[config.mk]
export PLATFORM = sky130hd
export DESIGN_NAME = speed_cmd_sequencer
export DESIGN_NICKNAME = d
export VERILOG_FILES = /design/src/rtl/speed_seq_pkg.sv /design/src/rtl/interval_timer.sv /design/src/rtl/speed_cmd_sequencer.sv
export SDC_FILE = /design/constraint.sdc
export NUM_CORES = 1
export LEC_CHECK = 0
export BUFFER_PORTS_ARGS = -buffer_cell sky130_fd_sc_hd__buf_2
export CORE_ASPECT_RATIO = 1.25
export CORE_MARGIN = 5
export CORE_UTILIZATION = 30
export CTS_CLUSTER_SIZE = 30
export DETAILED_ROUTE_END_ITERATION = 6
export GPL_TIMING_DRIVEN = 1
export PLACE_DENSITY = 0.57
export SLEW_MARGIN = 10
export SYNTH_ARGS = -nofsm -noshare
export SYNTH_HDL_FRONTEND = slang
export SYNTH_SLANG_ARGS = --single-unit
[constraint.sdc]
create_clock -name clk -period 2.2 [get_ports clk]
set_input_delay 0.44 -clock clk [delete_from_list [all_inputs] [get_ports clk]]
set_output_delay 0.44 -clock clk [all_outputs]
set_load 0.05 [all_outputs]
[src/rtl/speed_seq_pkg.sv]
// Shared types and helpers for the speed command sequencer.
// Speed code layout: bit 2 = direction, bits 1:0 = magnitude 0..3.
package speed_seq_pkg;

  typedef enum logic [1:0] {StIdle, StStep, StDwell} state_e;
  typedef enum logic {OwnerNav, OwnerSafe} owner_e;

  localparam int unsigned DIR_BIT = 2;
  localparam int unsigned MAG_MSB = 1;
  localparam int unsigned MAG_LSB = 0;

  // State to enter when a command with target tgt is accepted while cur is applied.
  function automatic state_e entry_state(logic [2:0] cur, logic [2:0] tgt);
    if (cur == tgt) return StIdle;
    if (cur[MAG_MSB:MAG_LSB] == 2'b00 && cur[DIR_BIT] != tgt[DIR_BIT]) return StDwell;
    return StStep;
  endfunction

  // One magnitude step: toward 0 while the direction still differs, else toward tgt.
  function automatic logic [2:0] step_code(logic [2:0] cur, logic [2:0] tgt);
    logic [1:0] mag;
    mag = cur[MAG_MSB:MAG_LSB];
    if (cur[DIR_BIT] != tgt[DIR_BIT]) begin
      if (mag != 2'b00) mag = mag - 2'd1;
    end else if (tgt[MAG_MSB:MAG_LSB] > mag) begin
      mag = mag + 2'd1;
    end else if (tgt[MAG_MSB:MAG_LSB] < mag) begin
      mag = mag - 2'd1;
    end
    return {cur[DIR_BIT], mag};
  endfunction

endpackage

[src/rtl/interval_timer.sv]
// Interval counter with synchronous clear and programmable terminal value.
// Ports:
//   clk, reset  - clock, synchronous active-high reset
//   en          - count enable
//   clr         - synchronous clear (wins over counting)
//   terminal    - count value at which tick fires
//   tick        - high during the cycle the count equals terminal; count wraps to 0
module interval_timer
  import speed_seq_pkg::*;
#(
  parameter int unsigned CNT_WIDTH = 8
) (
  input  logic                 clk,
  input  logic                 reset,
  input  logic                 en,
  input  logic                 clr,
  input  logic [CNT_WIDTH-1:0] terminal,
  output logic                 tick
);

  logic [CNT_WIDTH-1:0] cnt_q, cnt_d;

  always_comb begin
    tick  = en && (cnt_q == terminal);
    cnt_d = cnt_q;
    if (clr || tick) begin
      cnt_d = '0;
    end else if (en) begin
      cnt_d = cnt_q + 1'b1;
    end
  end

  always_ff @(posedge clk) begin
    if (reset) begin
      cnt_q <= '0;
    end else begin
      cnt_q <= cnt_d;
    end
  end

endmodule

[src/rtl/speed_cmd_sequencer.sv]
// Arbitrates navigation and safety speed commands and ramps the applied code
// one magnitude step per interval, dwelling at magnitude 0 before any reversal.
// Ports:
//   clk, reset               - clock, synchronous active-high reset
//   nav_req/nav_speed        - low-priority request (level, held until nav_ack)
//   safe_req/safe_speed      - high-priority request (level, held until safe_ack)
//   nav_ack/safe_ack         - one-cycle accept pulses
//   nav_done/safe_done       - one-cycle target-reached pulses
//   nav_abort                - one-cycle pulse when a nav command is preempted
//   busy                     - high when not idle
//   bin_speed                - registered applied speed code
module speed_cmd_sequencer
  import speed_seq_pkg::*;
#(
  parameter int unsigned RAMP_CYCLES  = 4,
  parameter int unsigned DWELL_CYCLES = 8,
  parameter int unsigned CNT_WIDTH    = 8
) (
  input  logic       clk,
  input  logic       reset,
  input  logic       nav_req,
  input  logic [2:0] nav_speed,
  input  logic       safe_req,
  input  logic [2:0] safe_speed,
  output logic       nav_ack,
  output logic       safe_ack,
  output logic       nav_done,
  output logic       safe_done,
  output logic       nav_abort,
  output logic       busy,
  output logic [2:0] bin_speed
);

  state_e     state_q, state_d;
  owner_e     owner_q, owner_d;
  logic [2:0] target_q, target_d;
  logic [2:0] bin_speed_q, bin_speed_d;
  logic       nav_ack_q, nav_ack_d;
  logic       safe_ack_q, safe_ack_d;
  logic       nav_done_q, nav_done_d;
  logic       safe_done_q, safe_done_d;
  logic       nav_abort_q, nav_abort_d;

  logic                 tmr_en, tmr_clr, tmr_tick;
  logic [CNT_WIDTH-1:0] tmr_terminal;

  logic       acc_safe, acc_nav;
  logic [2:0] acc_speed;
  logic [2:0] next_code;

  interval_timer #(
    .CNT_WIDTH(CNT_WIDTH)
  ) u_timer (
    .clk     (clk),
    .reset   (reset),
    .en      (tmr_en),
    .clr     (tmr_clr),
    .terminal(tmr_terminal),
    .tick    (tmr_tick)
  );

  // State register
  always_ff @(posedge clk) begin
    if (reset) begin
      state_q     <= StIdle;
      owner_q     <= OwnerNav;
      target_q    <= 3'b000;
      bin_speed_q <= 3'b000;
      nav_ack_q   <= 1'b0;
      safe_ack_q  <= 1'b0;
      nav_done_q  <= 1'b0;
      safe_done_q <= 1'b0;
      nav_abort_q <= 1'b0;
    end else begin
      state_q     <= state_d;
      owner_q     <= owner_d;
      target_q    <= target_d;
      bin_speed_q <= bin_speed_d;
      nav_ack_q   <= nav_ack_d;
      safe_ack_q  <= safe_ack_d;
      nav_done_q  <= nav_done_d;
      safe_done_q <= safe_done_d;
      nav_abort_q <= nav_abort_d;
    end
  end

  // Next-state logic
  always_comb begin
    state_d     = state_q;
    owner_d     = owner_q;
    target_d    = target_q;
    bin_speed_d = bin_speed_q;
    nav_ack_d   = 1'b0;
    safe_ack_d  = 1'b0;
    nav_done_d  = 1'b0;
    safe_done_d = 1'b0;
    nav_abort_d = 1'b0;
    tmr_clr     = 1'b0;
    next_code   = bin_speed_q;

    // Safety is accepted when idle or when it can preempt a nav command;
    // nav only when idle and safety is not asking on the same edge.
    acc_safe  = safe_req && (state_q == StIdle || owner_q == OwnerNav);
    acc_nav   = nav_req && !safe_req && (state_q == StIdle);
    acc_speed = acc_safe ? safe_speed : nav_speed;

    if (acc_safe || acc_nav) begin
      target_d    = acc_speed;
      owner_d     = acc_safe ? OwnerSafe : OwnerNav;
      tmr_clr     = 1'b1;
      state_d     = entry_state(bin_speed_q, acc_speed);
      safe_ack_d  = acc_safe;
      nav_ack_d   = acc_nav;
      nav_abort_d = acc_safe && (state_q != StIdle);
      if (state_d == StIdle) begin
        safe_done_d = acc_safe;
        nav_done_d  = acc_nav;
      end
    end else if (tmr_tick) begin
      case (state_q)
        StStep:  next_code = step_code(bin_speed_q, target_q);
        StDwell: next_code = {target_q[DIR_BIT], 2'b00};
        default: next_code = bin_speed_q;
      endcase
      bin_speed_d = next_code;
      if (next_code == target_q) begin
        state_d     = StIdle;
        safe_done_d = (owner_q == OwnerSafe);
        nav_done_d  = (owner_q == OwnerNav);
      end else if (next_code[MAG_MSB:MAG_LSB] == 2'b00 &&
                   next_code[DIR_BIT] != target_q[DIR_BIT]) begin
        state_d = StDwell;
      end else begin
        state_d = StStep;
      end
    end
  end

  // Outputs
  always_comb begin
    busy         = (state_q != StIdle);
    tmr_en       = busy;
    tmr_terminal = (state_q == StDwell) ? CNT_WIDTH'(DWELL_CYCLES - 1)
                                        : CNT_WIDTH'(RAMP_CYCLES - 1);
    bin_speed    = bin_speed_q;
    nav_ack      = nav_ack_q;
    safe_ack     = safe_ack_q;
    nav_done     = nav_done_q;
    safe_done    = safe_done_q;
    nav_abort    = nav_abort_q;
  end

endmodule
==> results of run 1 <==
-- area by class of cell --
class	count	area (µm²)
timing repair buffer	35	230
multi-input combinational	112	902
clock buffer	4	55.1
fill	454	2580
inverter	9	33.8
tap	58	72.6
sequential	22	449
-- synthesized netlist by cell type (all sizes together), types with 2 or more instances --
cell type | count | area share
xnor2 | 10 | 0.072
ha | 9 | 0.085
clkbuf | 2 | 0.0057
nand3 | 3 | 0.011
inv | 9 | 0.026
nand2 | 7 | 0.020
nor3 | 7 | 0.027
nor2 | 22 | 0.063
and4 | 2 | 0.015
and3 | 2 | 0.0095
dfxtp | 22 | 0.33
nor2b | 2 | 0.0095
nand2b | 4 | 0.025
o21ai | 7 | 0.029
a211oi | 6 | 0.038
xor2 | 4 | 0.027
nand4 | 2 | 0.0095
mux2i | 5 | 0.038
a21oi | 5 | 0.022
-- through the flow --
step	std cells	worst slack, ps	power (µW)	instance area (µm²)
3_3_place_gp	231	-39.5	733	1570
2_1_floorplan	146	6.50	647	1330
6_report	240	96.6	1040	1740
5_1_grt	240	-23.3	1110	1740
4_1_cts	235	40.0	1040	1630
3_5_place_dp	231	-17.8	732	1570
-- cell usage in the layout (no fill, tap or decap), drive strengths merged, types with 3 or more instances in the layout --
cell type / instances
clkbuf: 4
ha: 9
nor3: 7
xnor2: 10
nand2: 7
nor2: 22
a21oi: 5
nand2b: 4
mux2i: 5
dfxtp: 22
xor2: 4
buf: 35
nand3: 3
inv: 9
a211oi: 6
o21ai: 7
-- timing repair --
item | CTS | global route
setup endpoints to repair | 3 | 4
pin swaps | 2 | 5
setup buffers | 0 | 5
resized for setup | 1 | 9
-- sequential cells by signal, indices dropped and copies added (netlist names), 2 cells and up --
| signal | count |
|---|---|
| u_timer.cnt_q | 8 |
| state_q | 2 |
| bin_speed | 3 |
| target_q | 3 |
-- per-layer routing --
metal / vias up / wire, µm / global-route usage
met5: - / 0 / 0
met4: 0 / 75 / 0.0586
met3: 6 / 95 / 0.0229
met2: 16 / 1430 / 0.178
met1: 527 / 1380 / 0.132
li1: 586 / - / -
-- power groups by stage --
stage	Combinational, µW	Sequential (µW)	Clock (µW)
6_report	318	430	297
2_1_floorplan	193	454	0
3_3_place_gp	294	439	0
4_1_cts	296	430	310
5_1_grt	351	434	322
3_5_place_dp	293	439	0
-- worst max path at each step --
stage / startpoint / to / slack (ps)
after global placement: bin_speed[0] / state_q[0] / -40
after CTS: bin_speed[0] / state_q[0] / 40
after global routing: bin_speed[0] / nav_done / -20
after detailed placement: bin_speed[0] / state_q[0] / -20
final: bin_speed[1] / state_q[0] / 100
after floorplan: bin_speed[1] / state_q[0] / 7
-- cells by family after synthesis --
kind of cell / Yosys count / synth area share
adder cells (fa/ha/maj): 9 / 0.0854
AO/OA/AOI/OAI: 29 / 0.190
multiplexers: 5 / 0.0380
AND/OR/NAND/NOR: 55 / 0.219
buffers and inverters: 12 / 0.0351
flip-flops: 22 / 0.334
XOR/XNOR: 14 / 0.0987
-- critical path: stages (launching register included) --
cell	delay, ps
dfxtp_4	350
inv_1	70
ha_2	200
nand2b_4	140
a32o_2	280
a2111oi_4	350
a21oi_4	110
and4_4	200
o31a_1	240
o21ai_1	120
==> flow_summary.ini, run 1 <==
[worst_setup_path]
arrival_ps = 2310
crit_fanout = 6
reg2reg_from = bin_speed[1]
r2r_cells = 9
r2r_end = state_q[0]
rrSetupSlack_ps = 100
worstSetupPathType = register to register
crit_path_end_kind = register
crit_path_start_kind = register
worst-endpoint-required_ps = 2410

[logic_synthesis]
synth_nets = 165
avgSynthCellArea_um2 = 9.03
ys_seq_elements = 22
yosys_warnings = 0
synth.cell_area_um2 = 1320
syn_inst = 146
synth_edf_count = 0
ys_async_sr_fraction = 0
ys.flop_type = dfxtp_1
synth_cell_types = 43
synth.yosys.seq_area_share = 0.334

[clock_tree]
clk_latency_ps = 270
cts_hold_buf = 0
cts_tree = done
htree_levels = 1
cts_root_buf = clkbuf_8
cts-buffers-inserted = 3
clock-sinks = 22
clk_path_buf_depth = 2
clk_pin_slew_ps = 80

[pwr]
power_frac_clock = 0.284
powerDensity_nw_per_um2 = 599
leakage_uw = 0.000697
intPower_uw = 712
p_seq_frac = 0.412
p_sw_frac = 0.318
switchingPower_uw = 332
max-vdd-ir-drop_mv = 0.292
pwr-share-comb = 0.304

[layout]
drive_gt1_frac = 0.341
nNetsFinal = 202
area_growth_pct = 32.2
diodes = 0
utilization = 0.403

[route]
ant_nets = 0
route.vias.total = 1135
wl_mm = 2.99
drc_errors = 0
wl_per_cell_um = 12.4
first_iter_violations = 83
via_per_inst = 4.73
drtPass1Iterations = 4

[global_routing]
first_global_vias = 1138
grt_max_degree = 15
track_usage = 0.108
grt_pass1_wl_mm = 5.13
grt_antenna_before_repair = 0
grt-ovfl-total = 0

[timing]
finClkSkew_ps = 1.36
fin_crit_ps = 2100
hold_slack_ps = 417
fin_crit_sh = 0.956
max_slew.worst_pin.slew_ps = 417
finalHoldViolCount = 0
setup_viol = 0
max_slew_margin = 0.722
fmax_ghz = 0.475
fin_setup_tns_ps = 0
final-max-slew-violation-count = 0
rsz0062_at_grt = true

[place]
gp_congestion = 0.786
portBuffers = 18
dp_hpwl_mm = 2.27

[die]
die_h_um = 84.1
dieArea_um2 = 5830
ioPinCount = 19
die_x_um = 69.3
rows = 27
start_util = 0.305
core_um2 = 4320

[worst_hold_path]
min_from = safe_req
hold_depth = 2
hold_path.class = input port to register
hold_path_end = nav_ack

[outcome]
status = completed

[flow_run]
drv_cap = 0
No activity file was read; power rests on OpenSTA's default activity.
==> run 2, diff against run 1 <==
--- a/config.mk
+++ b/config.mk
@@ -5,6 +5,7 @@
 export SDC_FILE = /design/constraint.sdc
 export NUM_CORES = 1
 export LEC_CHECK = 0
+export ABC_AREA = 1
 export BUFFER_PORTS_ARGS = -buffer_cell sky130_fd_sc_hd__buf_2
 export CORE_ASPECT_RATIO = 1.25
 export CORE_MARGIN = 5
==> run 2 against run 1 <==
Net effect:
- synthesized cell count grew 29%
- cell area shrank 13%
- register-to-register slack improved by 250 ps
- worst setup slack better by 250 ps
- via count is 8.1% higher
- power down 13%
- global-route usage is 0.62 points lower
- critical path depth is 4 higher
- die area is 0.49% lower
- critical path type unchanged
==> flow_summary.ini, run 2 <==
[outcome]
status = completed

[logic_synthesis]
synthMuxAreaShare = 0
synth.yosys.seq_area_share = 0.336
synth.top_cell.area_share = 0.336
synth_top_family_by_area = simple AND/OR/NAND/NOR gates
syn_inst = 189
synth_xor_area_frac = 0.0401
synth.cell_area_um2 = 1310
synth_nets = 208
synth_cell_types = 24
ys_async_sr_fraction = 0
synth_edf_count = 0
synth_largest_area_cell = dfxtp_1
synth-simple-area-share = 0.317
synthAdderAreaFrac = 0.0859
synth.most_common_cell = nand2_1
synthTopCellsByCount = nand2_1 (47), inv_1 (26), dfxtp_1 (22)
synth-compound-area-share = 0.128
avgSynthCellArea_um2 = 6.94
ys_seq_elements = 22
synth_area_leaders = dfxtp_1 (34%), nand2_1 (13%), ha_1 (8.6%), inv_1 (7.4%), nand3_1 (6.9%)
yosys_warnings = 0
ys.flop_type = dfxtp_1

[layout]
drive_gt1_frac = 0.181
final_common_cell = nand2_1
finalNonFillerCells = 268
diodes = 0
layout_common_cells = nand2_1 (47), inv_1 (26), dfxtp_1 (21), nand3_1 (18), buf_2 (18)
largest_register = u_timer.cnt_q
largest_reg_flops = 8
area_growth_pct = 15.9
nNetsFinal = 231
stdcell_area_um2 = 1520

[global_routing]
first_global_vias = 1131
grt_pass1_wl_mm = 4.94
grt-ovfl-total = 0
grt_antenna_before_repair = 0
track_usage = 0.102
grt_max_degree = 12

[die]
die_h_um = 83.9
core_um2 = 4320
die_x_um = 69.1
dieArea_um2 = 5800
start_util = 0.303
ioPinCount = 19
rows = 27

[worst_setup_path]
worst-endpoint-required_ps = 2390
r2r_cells = 13
r2r_end = nav_done
reg2reg_from = bin_speed[1]
cp_slowest_cell = dfxtp_2
crit_path_start_kind = register
crit_path_end_kind = register
arrival_ps = 2040
worstSetupPathType = register to register
crit_fanout = 6
crit_path_max_incr_delay_ps = 380
rrSetupSlack_ps = 350
timing.critical_path.mode_cell = nand2_1
path_cells = inv_1, ha_1, nand2_1, inv_1, nand2_1, nand3_1, nand2_1, nand2_2, nand3_1, nand2_1, nor2_1, nand3_1, o21ai_1

[pwr]
max-vdd-ir-drop_mv = 0.180
powerDensity_nw_per_um2 = 596
leakage_uw = 0.000728

[worst_hold_path]
hold_path.class = input port to register
min_from = reset
hold_depth = 2
hold_path_end = owner_q

[route]
wl_per_cell_um = 10.6
drtPass1Iterations = 4
wl_mm = 2.85
first_iter_violations = 41
ant_nets = 0
drc_errors = 0
via_per_inst = 4.58
route.vias.total = 1227

[timing]
hold_slack_ps = 458
setup_viol = 0
finalHoldViolCount = 0
rsz0062_at_grt = false
fin_crit_ps = 1850
finClkSkew_ps = 3.24
fmax_ghz = 0.540
fin_setup_tns_ps = 0
final-max-slew-violation-count = 0
max_slew.worst_pin.slew_ps = 306
fin_crit_sh = 0.842
max_slew_margin = 0.796

[clock_tree]
clk_path_buf_depth = 2
htree_levels = 1
clock-sinks = 22
cts-buffers-inserted = 3
clk_pin_slew_ps = 80
clk_latency_ps = 260
cts_root_buf = clkbuf_8
cts_tree = done

[place]
dp_hpwl_mm = 2.34
place_area_um2 = 1480
placedCellCount = 265
portBuffers = 18
gp_congestion = 0.793

[flow_run]
drv_cap = 0
==> run 2: where the power goes <==
part	switching, µW	internal (µW)	total [µW]
clock network	122	122	244
registers	15.1	417	433
logic	157	72.2	230
==> run 2: routing by layer <==
metal	vias up	GRT usage	wire [µm]
met4	0	0.0373	44
met2	12	0.184	1430
met5	-	0	0
met3	4	0.0157	71
met1	560	0.121	1310
li1	651	-	-
==> run 2: layout make-up <==
class | count | area [µm²]
fillers | 503 | 2800
clock buffers | 3 | 41.3
well taps | 58 | 72.6
multi-input cells | 135 | 748
repair buffers | 19 | 97.6
flip-flops and latches | 22 | 442
inverters | 31 | 119
==> run 2: worst max path at each step <==
| stage | startpoint | to | slack, ps | cells after the start |
|---|---|---|---|---|
| 2_1_floorplan | bin_speed[1] | state_q[0] | 130 | 14 |
| 3_3_place_gp | bin_speed[1] | nav_done | 270 | 13 |
| 3_5_place_dp | bin_speed[1] | nav_done | 260 | 13 |
| 4_1_cts | bin_speed[1] | safe_done | 250 | 13 |
| 5_1_grt | bin_speed[1] | nav_done | 80 | 13 |
| 6_report | bin_speed[1] | nav_done | 350 | 13 |
==> run 2: kinds of logic after synthesis <==
logic type	Yosys count
XOR/XNOR	6
flip-flops	22
buffers and inverters	32
AO/OA/AOI/OAI	27
adder cells (fa/ha/maj)	9
AND/OR/NAND/NOR	93
==> run 2: timing repair <==
item                                   4_1_cts  5_1_grt
gates resized for setup                      0        1
endpoints found under the hold margin        0        0
setup endpoints to repair                    0        2
hold buffers                                 0        0
buffers inserted                             0        0
==> run 2: per-stage QoR <==
step	worst slack, ps	total power (µW)	utilization
2_1_floorplan	134	618	-
3_3_place_gp	272	671	0.342
3_5_place_dp	262	673	0.342
4_1_cts	250	916	0.351
5_1_grt	78.9	962	0.352
6_report	348	906	0.352
==> run 2: worst max-delay path, delay by kind of cell (launching register included) <==
family	cells	cell delay (ps)
buf+inv	2	180
flops	1	380
simple gates	9	760
fa+ha+maj	1	320
compound gates	1	130
==> run 3, diff against run 2 <==
--- a/config.mk
+++ b/config.mk
@@ -13,7 +13,7 @@
 export CTS_CLUSTER_SIZE = 30
 export DETAILED_ROUTE_END_ITERATION = 6
 export GPL_TIMING_DRIVEN = 1
-export PLACE_DENSITY = 0.57
+export PLACE_DENSITY = 0.55
 export SLEW_MARGIN = 10
 export SYNTH_ARGS = -nofsm -noshare
 export SYNTH_HDL_FRONTEND = slang
==> constraint.sdc (replaced) <==
create_clock -name clk -period 1.8 [get_ports clk]
set_input_delay 0.36 -clock clk [delete_from_list [all_inputs] [get_ports clk]]
set_output_delay 0.36 -clock clk [all_outputs]
set_load 0.05 [all_outputs]
==> run 3 against run 2 <==
Net effect:
- largest cell class unchanged
- global-route usage grew 0.42 points
- critical path depth fell by 2
- power grew 46%
- critical endpoint is now state_q[0]
- sequential share of layout area decreased by 3.9 points
- clock power rose by 70%
- clock-buffer cell count is 1 higher
- maximum frequency rose by 10%
- worst hold slack got worse by 120 ps
- highest routed layer unchanged
==> flow_summary.ini, run 3 (synthesis gave the netlist of run 2 again) <==
[pwr]
powerDensity_nw_per_um2 = 734
intPower_uw = 900
power_frac_clock = 0.312
max-vdd-ir-drop_mv = 0.283
p_sw_frac = 0.321
p_seq_frac = 0.400
pwr-share-comb = 0.287
leakage_uw = 0.000830
switchingPower_uw = 425

[global_routing]
busiest_layer = met2
grtUsageMet1 = 0.117
groute.layer.met2.usage = 0.198
grt-ovfl-total = 0
grt_pass1_wl_mm = 5.11
grt_antenna_before_repair = 0
track_usage = 0.107
grt_max_degree = 14
first_global_vias = 1217
use_met3 = 0.0157

[clock_tree]
cts_tree = done
clk_pin_slew_ps = 80
htree_levels = 1
clk_latency_ps = 270
clock-sinks = 22
cts_hold_buf = 0
cts_root_buf = clkbuf_8
cts-buffers-inserted = 3
clk_path_buf_depth = 2

[layout]
finalNonFillerCells = 283
fillers = 492
largest_register = u_timer.cnt_q
layout_common_cells = nand2_1 (38), inv_1 (22), buf_2 (18), dfxtp_1 (16), buf_4 (15)
nNetsFinal = 245
largest_reg_flops = 8
drive_gt1_frac = 0.382
area_growth_pct = 37.6
diodes = 0
final_common_cell = nand2_1

[worst_hold_path]
hold_depth = 2
hold_path.class = input port to register
hold_path_end = state_q[0]
min_from = reset

[die]
dieArea_um2 = 5800
die_h_um = 83.9
rows = 27
die_x_um = 69.1
core_um2 = 4320
start_util = 0.303
ioPinCount = 19

[route]
route.vias.total = 1271
drtPass1Iterations = 4
wl_mm = 3.01
first_iter_violations = 36
ant_nets = 0
via_per_inst = 4.49
drc_errors = 0
wl_per_cell_um = 10.6

[timing]
hold_slack_ps = 342
fmax_ghz = 0.595
finalHoldViolCount = 0
fin_crit_ps = 1680
final-max-slew-violation-count = 0
rsz0062_at_grt = true
fin_crit_sh = 0.933
setup_viol = 0
fin_setup_tns_ps = 0
finClkSkew_ps = 0.844
max_slew_margin = 0.829
max_slew.worst_pin.slew_ps = 256

[worst_setup_path]
r2r_end = state_q[0]
crit_fanout = 6
worst-endpoint-required_ps = 2000
crit_path_start_kind = register
crit_path_end_kind = register
reg2reg_from = state_q[0]
worstSetupPathType = register to register
rrSetupSlack_ps = 120
r2r_cells = 11
arrival_ps = 1880

[flow_run]
drv_cap = 0

[place]
portBuffers = 18
gp_congestion = 0.813
placedCellCount = 273
dp_hpwl_mm = 2.32

[outcome]
status = completed
run 3: layer usage:
metal  vias to the layer above  wire (µm)
li1                        679          -
met4                         0         72
met1                       572       1240
met2                        14       1630
met5                         -          0
met3                         6         57
run 3: worst max-delay path by stage:
stage	start	endpoint	slack (ps)	cells past startpoint
2_1_floorplan	bin_speed[0]	state_q[0]	10	14
3_3_place_gp	bin_speed[1]	nav_done	-10	13
3_5_place_dp	bin_speed[1]	nav_done	-10	13
4_1_cts	state_q[0]	state_q[0]	20	12
5_1_grt	bin_speed[1]	nav_done	-30	14
6_report	state_q[0]	state_q[0]	120	11
run 3: final cells by class:
type                            instances  area, µm²  share of cell area
Clock buffer                            4       66.3              0.0368
Sequential cell                        22        453               0.251
Timing Repair Buffer                   33        203               0.112
Multi-Input combinational cell        135        886               0.491
Tap cell                               58       72.6              0.0402
Inverter                               31        124              0.0687
run 3: per-stage QoR:
step	area, µm²	worst slack [ps]	utilization	power (µW)
global route	1800	-33.1	0.417	1410
global placement	1540	-12.6	0.357	853
floorplan	1320	13.5	-	754
detailed placement	1540	-12.6	0.357	853
CTS	1610	19.6	0.373	1270
finish	1800	120	0.417	1320
run 3: power groups by stage:
stage          registers, µW  clock network, µW  logic [µW]
2_1_floorplan            553                  0         201
3_3_place_gp             538                  0         315
3_5_place_dp             539                  0         314
4_1_cts                  527                428         318
5_1_grt                  534                445         430
6_report                 530                414         381
run 3: timing repair:
item,4_1_cts,5_1_grt
endpoints found under the setup margin,2,8
gates resized for setup,2,39
setup buffers,0,6
pin swaps,1,14
run 3: critical path: stages (launching register included):
cell       delay, ps
dfxtp_2          340
inv_1             90
ha_4             190
inv_4             80
nand2_2           70
a21oi_4          130
o2111ai_4        150
nor2_4           220
inv_2             70
nor2_2           100
nand2_1           60
a21oi_1          100
